<file path="src/rtl/irq_ctrl_pkg.sv">
// Shared codes for the interrupt/trap controller: decoder states, cause codes,
// CSR addresses, FSM encodings and the vector address helper.
package irq_ctrl_pkg;

  typedef logic [3:0] cause_t;

  localparam logic [3:0] ST_TRAP  = 4'd0;
  localparam logic [3:0] ST_EXECM = 4'd8;

  localparam cause_t CAUSE_SYSCALL = 4'd8;
  localparam cause_t CAUSE_FAULT   = 4'd9;

  localparam logic [1:0] CSR_MASK    = 2'd0;
  localparam logic [1:0] CSR_PENDING = 2'd1;
  localparam logic [1:0] CSR_CTRL    = 2'd2;
  localparam logic [1:0] CSR_CAUSE   = 2'd3;

  localparam logic [1:0] FSM_IDLE    = 2'd0;
  localparam logic [1:0] FSM_PEND    = 2'd1;
  localparam logic [1:0] FSM_SERVICE = 2'd2;

  // Handler address wraps at 16 bits.
  function automatic logic [15:0] vec_addr(input logic [15:0] base,
                                           input logic [15:0] stride,
                                           input cause_t      c);
    return base + 16'(c) * stride;
  endfunction

endpackage

</file>
<file path="src/rtl/irq_prio_enc.sv">
// Fixed-priority cause encoder: fault > SYSCALL > external line 0 .. NIRQ-1.
module irq_prio_enc
  import irq_ctrl_pkg::*;
#(
  parameter int NIRQ = 8
) (
  input  logic            fault,
  input  logic            swpend,
  input  logic [NIRQ-1:0] req,
  output logic            valid,
  output cause_t          cause
);

  always_comb begin
    valid = fault | swpend | (|req);
    cause = '0;
    // Descend so the lowest-numbered active line is the last assignment.
    for (int i = NIRQ - 1; i >= 0; i--) begin
      if (req[i]) cause = 4'(i);
    end
    if (swpend) cause = CAUSE_SYSCALL;
    if (fault)  cause = CAUSE_FAULT;
  end

endmodule

</file>
<file path="src/rtl/irq_ctrl.sv">
// Interrupt and trap controller: latches line edges, SYSCALL and faults,
// arbitrates from IDLE, hands one request at a time to the decoder.
module irq_ctrl
  import irq_ctrl_pkg::*;
#(
  parameter int          NIRQ       = 8,
  parameter logic [15:0] VEC_BASE   = 16'h0010,
  parameter int          VEC_STRIDE = 4
) (
  input  logic            clk,
  input  logic            reset,
  input  logic [NIRQ-1:0] irq_in,
  input  logic [3:0]      state,
  input  logic            SYSCALL,
  input  logic            RETI,
  input  logic            fault_in,
  input  logic            csr_we,
  input  logic [1:0]      csr_addr,
  input  logic [7:0]      csr_wdata,
  output logic [7:0]      csr_rdata,
  output logic            irq_r,
  output logic            fault_r,
  output logic [15:0]     vector,
  output logic            ie,
  output logic            double_fault
);

  logic [NIRQ-1:0] irq_prev_q, pend_q, pend_d, mask_q, mask_d;
  logic [NIRQ-1:0] rise, w1c, take_clr, req;
  logic            swpend_q, swpend_d, sw_take;
  logic            ie_q, ie_d, irq_r_q, irq_r_d, fault_r_q, fault_r_d, df_q, df_d;
  cause_t          cause_q, cause_d, enc_cause;
  logic            enc_valid;
  logic [15:0]     vector_q, vector_d;
  logic [1:0]      fsm_q, fsm_d;
  logic [7:0]      pend_ext, mask_ext;

  assign req = pend_q & mask_q & {NIRQ{ie_q}};

  irq_prio_enc #(.NIRQ(NIRQ)) u_enc (
    .fault  (fault_in),
    .swpend (swpend_q),
    .req    (req),
    .valid  (enc_valid),
    .cause  (enc_cause)
  );

  always_comb begin
    rise     = irq_in & ~irq_prev_q;
    w1c      = '0;
    take_clr = '0;
    sw_take  = 1'b0;
    mask_d   = mask_q;
    ie_d     = ie_q;
    fsm_d    = fsm_q;
    irq_r_d  = irq_r_q;
    cause_d  = cause_q;
    vector_d = vector_q;
    df_d     = df_q;

    if (csr_we) begin
      case (csr_addr)
        CSR_MASK:    mask_d = csr_wdata[NIRQ-1:0];
        CSR_PENDING: w1c    = csr_wdata[NIRQ-1:0];
        CSR_CTRL:    ie_d   = csr_wdata[0];
        default:     ;
      endcase
    end

    // FSM effects are applied after CSR writes so RETI/take/fault override CTRL.
    if (fault_in) begin
      fsm_d    = FSM_SERVICE;
      cause_d  = CAUSE_FAULT;
      irq_r_d  = 1'b0;
      ie_d     = 1'b0;
      vector_d = vec_addr(VEC_BASE, 16'(VEC_STRIDE), CAUSE_FAULT);
      if (fsm_q == FSM_SERVICE) df_d = 1'b1;
    end else begin
      case (fsm_q)
        FSM_IDLE: begin
          if (enc_valid) begin
            fsm_d   = FSM_PEND;
            cause_d = enc_cause;
            irq_r_d = 1'b1;
          end
        end
        FSM_PEND: begin
          if (state == ST_TRAP && irq_r_q) begin
            fsm_d    = FSM_SERVICE;
            irq_r_d  = 1'b0;
            ie_d     = 1'b0;
            vector_d = vec_addr(VEC_BASE, 16'(VEC_STRIDE), cause_q);
            sw_take  = (cause_q == CAUSE_SYSCALL);
            for (int i = 0; i < NIRQ; i++) take_clr[i] = (cause_q == 4'(i));
          end
        end
        FSM_SERVICE: begin
          if (state == ST_EXECM && RETI) begin
            fsm_d = FSM_IDLE;
            ie_d  = 1'b1;
          end
        end
        default: fsm_d = FSM_IDLE;
      endcase
    end

    // New edges win over take-clear and W1C on the same bit.
    pend_d    = (pend_q & ~take_clr & ~w1c) | rise;
    swpend_d  = (swpend_q & ~sw_take) | (state == ST_EXECM && SYSCALL);
    fault_r_d = fault_in;
  end

  always_ff @(posedge clk or negedge reset) begin
    if (!reset) begin
      irq_prev_q <= '0;
      pend_q     <= '0;
      mask_q     <= '0;
      swpend_q   <= 1'b0;
      ie_q       <= 1'b0;
      irq_r_q    <= 1'b0;
      fault_r_q  <= 1'b0;
      df_q       <= 1'b0;
      cause_q    <= '0;
      vector_q   <= VEC_BASE;
      fsm_q      <= FSM_IDLE;
    end else begin
      irq_prev_q <= irq_in;
      pend_q     <= pend_d;
      mask_q     <= mask_d;
      swpend_q   <= swpend_d;
      ie_q       <= ie_d;
      irq_r_q    <= irq_r_d;
      fault_r_q  <= fault_r_d;
      df_q       <= df_d;
      cause_q    <= cause_d;
      vector_q   <= vector_d;
      fsm_q      <= fsm_d;
    end
  end

  always_comb begin
    pend_ext = '0;
    mask_ext = '0;
    pend_ext[NIRQ-1:0] = pend_q;
    mask_ext[NIRQ-1:0] = mask_q;
    case (csr_addr)
      CSR_MASK:    csr_rdata = mask_ext;
      CSR_PENDING: csr_rdata = pend_ext;
      CSR_CTRL:    csr_rdata = {7'b0, ie_q};
      CSR_CAUSE:   csr_rdata = {df_q, 3'b0, cause_q};
      default:     csr_rdata = '0;
    endcase
  end

  assign irq_r        = irq_r_q;
  assign fault_r      = fault_r_q;
  assign vector       = vector_q;
  assign ie           = ie_q;
  assign double_fault = df_q;

endmodule

</file>
<file path="config.mk">
export PLATFORM = sky130hd
export DESIGN_NAME = irq_ctrl
export DESIGN_NICKNAME = d
export VERILOG_FILES = /design/src/rtl/irq_ctrl_pkg.sv /design/src/rtl/irq_prio_enc.sv /design/src/rtl/irq_ctrl.sv
export SDC_FILE = /design/constraint.sdc
export NUM_CORES = 1
export LEC_CHECK = 0
export CORE_MARGIN = 2
export CORE_UTILIZATION = 49
export CTS_CLUSTER_DIAMETER = 30
export CTS_CLUSTER_SIZE = 30
export DETAILED_ROUTE_END_ITERATION = 8
export HOLD_SLACK_MARGIN = 0.02
export PLACE_DENSITY_LB_ADDON = 0.05
export SYNTH_ARGS = -nofsm -noshare
export SYNTH_HDL_FRONTEND = slang
export SYNTH_SLANG_ARGS = --single-unit
</file>
<file path="constraint.sdc">
create_clock -name clk -period 1.85 [get_ports clk]
set_input_delay 0.185 -clock clk [delete_from_list [all_inputs] [get_ports clk]]
set_output_delay 0.185 -clock clk [all_outputs]
set_load 0.03 [all_outputs]
</file>
# == Word level (Yosys, flattened, before mapping) ==
# Index checks and enable logic that the tools add are counted.
# totals
reg_bits,51
inputBits,28
out_inout_bits,28
word_cells,101
# classes
add_sub_neg,1
eq_ne,17
n_mux,39
bitwise,14
n_reduce_logical,19
# ops
op,count
$mux W16,3
$and A8 B8 Y8,5
$mux W8,5
$pmux W8 S4,1
$mux W3,8
$not A8 Y8,3
$eq A4 B3 Y1 const B,4
$mux W4,4
$mux W1,11
$eq A4 B2 Y1 const B,2
$eq A4 B4 Y1 const B,2
$logic_not A4 Y1,2
$mux W2,4
$or A8 B8 Y8,1
$reduce_and A2 Y1,4
$reduce_bool A2 Y1,4
$reduce_or A8 Y1,1
$add A5 B6 Y7 const A,1
$eq A2 B2 Y1 const B,3
$ne A3 B3 Y1 const B,2
$pmux W2 S3,1
$reduce_and A3 Y1,2
$eq A2 B1 Y1 const B,2
$eq A4 B1 Y1 const B,1
8 further kinds,14

# == Logic depth before layout (Yosys ltp) ==
# Gate-level depths: netlist (run 1).
# depth
word_depth,14
depth_mapped,7
depth_no_buf,6

# == By module ==
# A second synthesis (run 1) with hierarchy kept.
# unflattened
hier_cells,221
area_unflattened_um2,2190.9
# by_module_without_submodules
mod,instances,cells_each,area_per_inst_um2,seq_area_each_um2
irq_ctrl,1,205,2087.0,1002.2
irq_prio_enc,1,16,103.8,0.0

# == Least setup slack after synthesis (run 1) ==
# No wires, ideal clock.
# synth_timing
path_kind,input-to-output
from,input port csr_addr[0]
to,output port csr_rdata[1]
t_arrival_ns,1.453
required_ns,1.665
setup_slack_ns,0.212
path_stages,4
n_path_buf,2
path_cell_list,clkbuf_1 buf_2 mux2i_1 o21ai_0
# synth_between
elab_chain_cells,2
elab_cells_between_ends,5
cone_classes,3 x eq/ne; 1 x mux; 1 x reduce/logical
# synth_lines
element,line_no,rtl
"start, declared",irq_ctrl.sv:18,"input logic [1:0] csr_addr,"
$eq A2 B2 Y1 (tied with other cells),irq_ctrl.sv:146,case (csr_addr)
$pmux W8 S4 *,irq_ctrl.sv:146,
"end, declared",irq_ctrl.sv:20,"output logic [7:0] csr_rdata,"
# Mark *: on every way between the ends. The rest lies on a longest branch, timed or not.

# == Worst setup path in the final report (run 1) ==
# layout_timing
from,input port csr_addr[0]
to,output port csr_rdata[0]
# The elaborated chain is that of the path after synthesis.

==> impl_metrics.ini, run 1 <==
[outcome]
status = completed

[cells_and_area]
num-fill-cells = 369
stdcell_area_um2 = 2788
final_util_pct = 64.92
syn_to_final_growth_pct = 29.23
layout.nets = 302
multi_input_area_um2 = 1035
regArea_um2 = 1002
drive_gt1_share_pct = 17.23
antenna_cells = 0
final-instance-count-excl-fill = 319

[routing]
postRouteAntennaNets = 0
dr.pass1.iters = 4
routedWlPerCell_um = 14.86
routed_wirelength_um = 4741
vias = 1736
avgViaCountPerCell = 5.442
drt_iter0_drc = 97
post-route-drc-count = 0

[power_and_ir_drop]
vdd_drop_max_v = 0.0004002
comb_power_share_pct = 28.2
pwr_density_cell_nw_per_um2 = 827.1
seq_power_share_pct = 45.6
power.share.switching_pct = 32.15
cellLeakagePower_nw = 1.240
internal_power_mw = 1.564
switchingPower_mw = 0.7413
clkPwrFrac_pct = 26.1
finalPower_mw = 2.306

[clock_network]
cts.sinks = 40
cts_buffers = 5
clockBufferDepth = 2
postCtsSetupBuffers = 0
tritoncts = done
clk_latency_ns = 0.30
clock-root-buffer = clkbuf_8
cts_max_level = 2
clk_pin_slew_ns = 0.08

[yosys]
synth-main-ff-cell = dfrtp_1
async_flop_share_pct = 100.0
syn_area_um2 = 2157
synth_area_leaders = dfrtp_1 (45%), mux2i_1 (5.6%), nand2_1 (4.9%)
yosysWarnings = 0
synth_area_leader_cell = dfrtp_1
yosysUniqueCellTypes = 43
synth_commonest_cells = dfrtp_1 (39), nand2_1 (28), inv_1 (14)
netlist_instances = 206
avgSynthCellArea_um2 = 10.47
netlist.area_leader.share_pct = 45.24
yosysMostFrequentCell = dfrtp_1
yosysSeqAreaShare_pct = 46.46
ys_ff_latch = 40
synth_edf_count = 0

[worst_setup_path]
worstSetupStartpointType = primary input
r2r_cells = 7
end_kind = output port
crit_type = primary input to output port
cp.arrival_ns = 1.54
cp_data_required_time_ns = 1.66
cp_max_fo = 2

[timing]
max-slew-margin-rel_pct = 66.14
rsz0062_at_grt = no
finalHoldViolations = 0
timing.fmax_mhz = 578.9
setup_viol = 0
layout_min_cycle_time_ns = 1.727
worstMarginPinSlew_ns = 0.5079
drv_slew = 0
fin_skew_ns = 0.004913
tns_ns = 0
finalCritPeriodShare_pct = 93.37

[grt]
antenna_found_initial = 0
grt_pass1_vias = 1700
grt_usage_pct = 20.79
grt_pass1_wl_um = 8093
grt_max_degree = 41
grt-ovfl-total = 0

[flow_run]
cap_violations = 0

[place]
place_congestion = 0.9174
portBuffers = 44
dpl_cell_area_um2 = 2676
place_inst = 310
dp_hpwl_um = 3581

[die]
die_h_um = 70.35
die_x_um = 70.35
start_util_pct = 50.23
core_area_um2 = 4294
dieArea_um2 = 4949
num_io_pins = 56
rows = 24

[hold_path]
min_path_cells = 1
holdCritPathClass = primary input to flop
==> area by class of cell <==
class | count | share of cell area (%)
well taps | 52 | 2.334
inverters | 15 | 2.020
flip-flops and latches | 40 | 35.95
multi-input cells | 144 | 37.12
repair buffers | 60 | 19.34
clock buffers | 8 | 3.232
==> stage by stage <==
| stage | setup WS (ns) | hold WS (ns) |
|---|---|---|
| floorplan | 0.2120 | -0.1106 |
| global route | 0.03039 | 0.3633 |
| finish | 0.1227 | 0.3611 |
| CTS | 0.03113 | 0.3581 |
| detailed placement | -0.1185 | 0.2731 |
| global placement | -0.1236 | 0.2747 |
==> path summary, 6_finish.rpt <==
kind	from	endpoint	slack (ns)
worst max-delay path	csr_addr[0]	csr_rdata[0]	0.12
worst max register to register	fsm_q[1]$_DFFE_PN0P_	pend_ext[3]$_DFF_PN0_	0.15
worst min register to register	vector[5]$_DFFE_PN0P_	vector[5]$_DFFE_PN0P_	0.50
worst min-delay path	irq_in[4]	irq_prev_q[4]$_DFF_PN0_	0.36
min in group asynchronous	reset	irq_prev_q[4]$_DFF_PN0_	0.47
max in group asynchronous	reset	vector[4]$_DFFE_PN1P_	1.01
==> layer usage <==
| metal | up-vias | part of all wire (%) | GRT usage, % |
|---|---|---|---|
| li1 | 832 | - | - |
| met1 | 841 | 47 | 29.27 |
| met2 | 57 | 45 | 31.55 |
| met3 | 6 | 6.3 | 5.916 |
| met4 | 0 | 0.97 | 5.556 |
| met5 | - | 0 | 0 |
==> timing repair <==
item	4_1_cts	5_1_grt
hold buffers	1	0
resized for setup	1	3
setup endpoints to repair	1	9
endpoints found under the hold margin	39	0
pin swaps	0	1
==> critical path, cell delays in order <==
cell and delay (ns):
clkdlybuf4s50_1 0.50, mux4_2 0.50, dlygate4sd2_1 0.37
==> placed cells by master (no fill, tap or decap), drive strengths merged, types with 9 or more instances in the layout <==
master	count
dfrtp	39
conb	11
a32o	10
buf	23
nand2	28
mux2i	12
inv	15
nor2	11
nand3	9
clkdlybuf4s50	35
==> cell families (layout without fill, tap and decap cells) <==
| logic type | after synthesis | count (layout) | share of synthesized area, % |
|---|---|---|---|
| muxes | 21 | 21 | 10.79 |
| DFF | 40 | 40 | 46.46 |
| and+or+nand+nor | 65 | 65 | 16.36 |
| buffers and inverters | 32 | 83 | 7.888 |
| adders and majority gates | 8 | 8 | 4.641 |
| AOI/OAI and AO/OA | 39 | 39 | 13.69 |
| other | 1 | 11 | 0.1738 |
==> power by group through the flow <==
stage / clock network [mW] / logic [mW] / registers (mW)
floorplan: 0 / 0.394 / 1.06
global placement: 0 / 0.644 / 1.06
detailed placement: 0 / 0.645 / 1.07
CTS: 0.611 / 0.648 / 1.05
global route: 0.659 / 0.714 / 1.07
finish: 0.603 / 0.651 / 1.05
==> registers in the layout, summed over array words and instances (netlist names), 2 cells and up <==
signal / flops
irq_prev_q: 8
cause_q: 4
vector: 5
pend_ext: 8
mask_ext: 8
fsm_q: 2
Power figures use the tool's default switching activity.
==> run 2, diff against run 1 <==
--- a/config.mk
+++ b/config.mk
@@ -5,7 +5,6 @@
 export SDC_FILE = /design/constraint.sdc
 export NUM_CORES = 1
 export LEC_CHECK = 0
-export CORE_MARGIN = 2
 export CORE_UTILIZATION = 49
 export CTS_CLUSTER_DIAMETER = 30
 export CTS_CLUSTER_SIZE = 30
==> impl_metrics.ini, run 2 (synthesis results as in run 1) <==
[cells_and_area]
antenna_cells = 0
layout_commonest_cell = dfrtp_1
drive_gt1_share_pct = 17.98
syn_to_final_growth_pct = 30.80
stdcell_area_um2 = 2821
final-instance-count-excl-fill = 317
layout.nets = 302
final_cell_mix = dfrtp_1 (39), clkdlybuf4s50_1 (35), nand2_1 (28), buf_4 (22), inv_1 (13)
num-fill-cells = 341

[worst_setup_path]
cpMaxStageDelayCell = mux4_2
crit_type = primary input to output port
cp_max_fo = 2
worst_path_largest_cell_delay_ns = 0.51
cp_cell_sequence = clkdlybuf4s50_1 > mux4_2 > dlygate4sd2_1
crit_path_start = csr_addr[0]
cp_data_required_time_ns = 1.66
rr_startpoint = fsm_q[1]$_DFFE_PN0P_
worstSetupStartpointType = primary input
end_kind = output port
cp.arrival_ns = 1.56

[die]
start_util_pct = 52.42
die_h_um = 68.35
core_area_um2 = 4115
num_io_pins = 56
rows = 23
die_x_um = 68.35
dieArea_um2 = 4672

[timing]
setup_viol = 0
fin_skew_ns = 0.005944
finalCritPeriodShare_pct = 94.35
timing.fmax_mhz = 572.9
rsz0062_at_grt = no
drv_slew = 0
layout_min_cycle_time_ns = 1.745
max-slew-margin-rel_pct = 66.17
finalHoldViolations = 0
worstMarginPinSlew_ns = 0.5074

[routing]
drt_iter0_drc = 87
vias = 1754
avgViaCountPerCell = 5.533
routed_wirelength_um = 4877
dr.pass1.iters = 4
postRouteAntennaNets = 0
post-route-drc-count = 0
routedWlPerCell_um = 15.38

[power_and_ir_drop]
cellLeakagePower_nw = 1.258
vdd_drop_max_v = 0.0005835
pwr_density_cell_nw_per_um2 = 884.2
switchingPower_mw = 0.7607
comb_power_share_pct = 26.1
internal_power_mw = 1.734
seq_power_share_pct = 42.2
power.share.switching_pct = 30.49
clkPwrFrac_pct = 31.7

[clock_network]
postCtsSetupBuffers = 0
cts.sinks = 40
clock-root-buffer = clkbuf_8
clk_pin_slew_ns = 0.08
clk_latency_ns = 0.30
clockBufferDepth = 2
cts_buffers = 5
tritoncts = done
cts_max_level = 2

[hold_path]
holdCritPathClass = primary input to flop
min_from = irq_in[5]

[place]
place_congestion = 0.9067
portBuffers = 44
dp_hpwl_um = 3604
dpl_cell_area_um2 = 2674
place_inst = 308

[grt]
grt-ovfl-total = 0
grt_pass1_wl_um = 7852
grt_pass1_vias = 1631
grt_max_degree = 41
grt_usage_pct = 23.50
antenna_found_initial = 0

[flow_run]
cap_violations = 0

[outcome]
status = completed
[run 2: area by class of cell]
| type | count | area, um^2 | area share, % |
|---|---|---|---|
| repair buffers | 60 | 539.3 | 19.11 |
| clock inverters | 1 | 30.03 | 1.064 |
| well taps | 50 | 62.56 | 2.217 |
| clock buffers | 7 | 96.34 | 3.415 |
| inverters | 15 | 56.30 | 1.996 |
| multi-input cells | 144 | 1035 | 36.67 |
| flip-flops and latches | 40 | 1002 | 35.52 |
[run 2: per-stage QoR]
stage                     setup TNS [ns]  worst slack, ns  total power, mW  hold slack [ns]  utilization (%)
after global placement           -0.5620          -0.1227            1.698           0.2751            64.97
after detailed placement         -0.6439          -0.1192            1.709           0.2876            64.97
final                                  0           0.1046            2.495           0.3510            68.56
after floorplan                        0           0.2120            1.458          -0.1106                -
after CTS                              0          0.02097            2.492           0.3464            68.26
after global routing                   0         0.006510            2.614           0.3404            68.56
[run 2: final timing paths]
kind / to / slack [ns] / cells past startpoint
max in group asynchronous: vector[4]$_DFFE_PN1P_ / 1.01 / 3
min: irq_prev_q[5]$_DFF_PN0_ / 0.35 / 1
min reg2reg: vector[4]$_DFFE_PN1P_ / 0.50 / 2
max reg2reg: pend_ext[0]$_DFF_PN0_ / 0.11 / 7
max: csr_rdata[0] / 0.10 / 3
min in group asynchronous: mask_ext[5]$_DFFE_PN0P_ / 0.48 / 3
[run 2: timing repair]
item | 4_1_cts | 5_1_grt
endpoints found under the hold margin | 39 | 0
pin swaps | 0 | 1
setup endpoints to repair | 1 | 9
hold buffers | 1 | 0
resized for setup | 1 | 3
[run 2: power groups by stage]
stage	Sequential [mW]	Combinational, mW	Clock, mW
final	1.05	0.652	0.790
after global routing	1.07	0.713	0.835
after CTS	1.05	0.647	0.796
after detailed placement	1.07	0.643	0
after global placement	1.06	0.636	0
after floorplan	1.06	0.394	0
[run 2: worst max-delay path: cells and delay by family]
family | cells | cell delay [ns]
buffers and inverters | 2 | 0.87
multiplexers | 1 | 0.51
[run 2: per-layer routing]
metal / vias to the layer above / global-route usage (%) / routed length [um]
met5: - / 0 / 0
met4: 0 / 9.896 / 87
met3: 8 / 5.833 / 241
met2: 60 / 33.46 / 2210
met1: 856 / 33.54 / 2337
li1: 830 / - / -
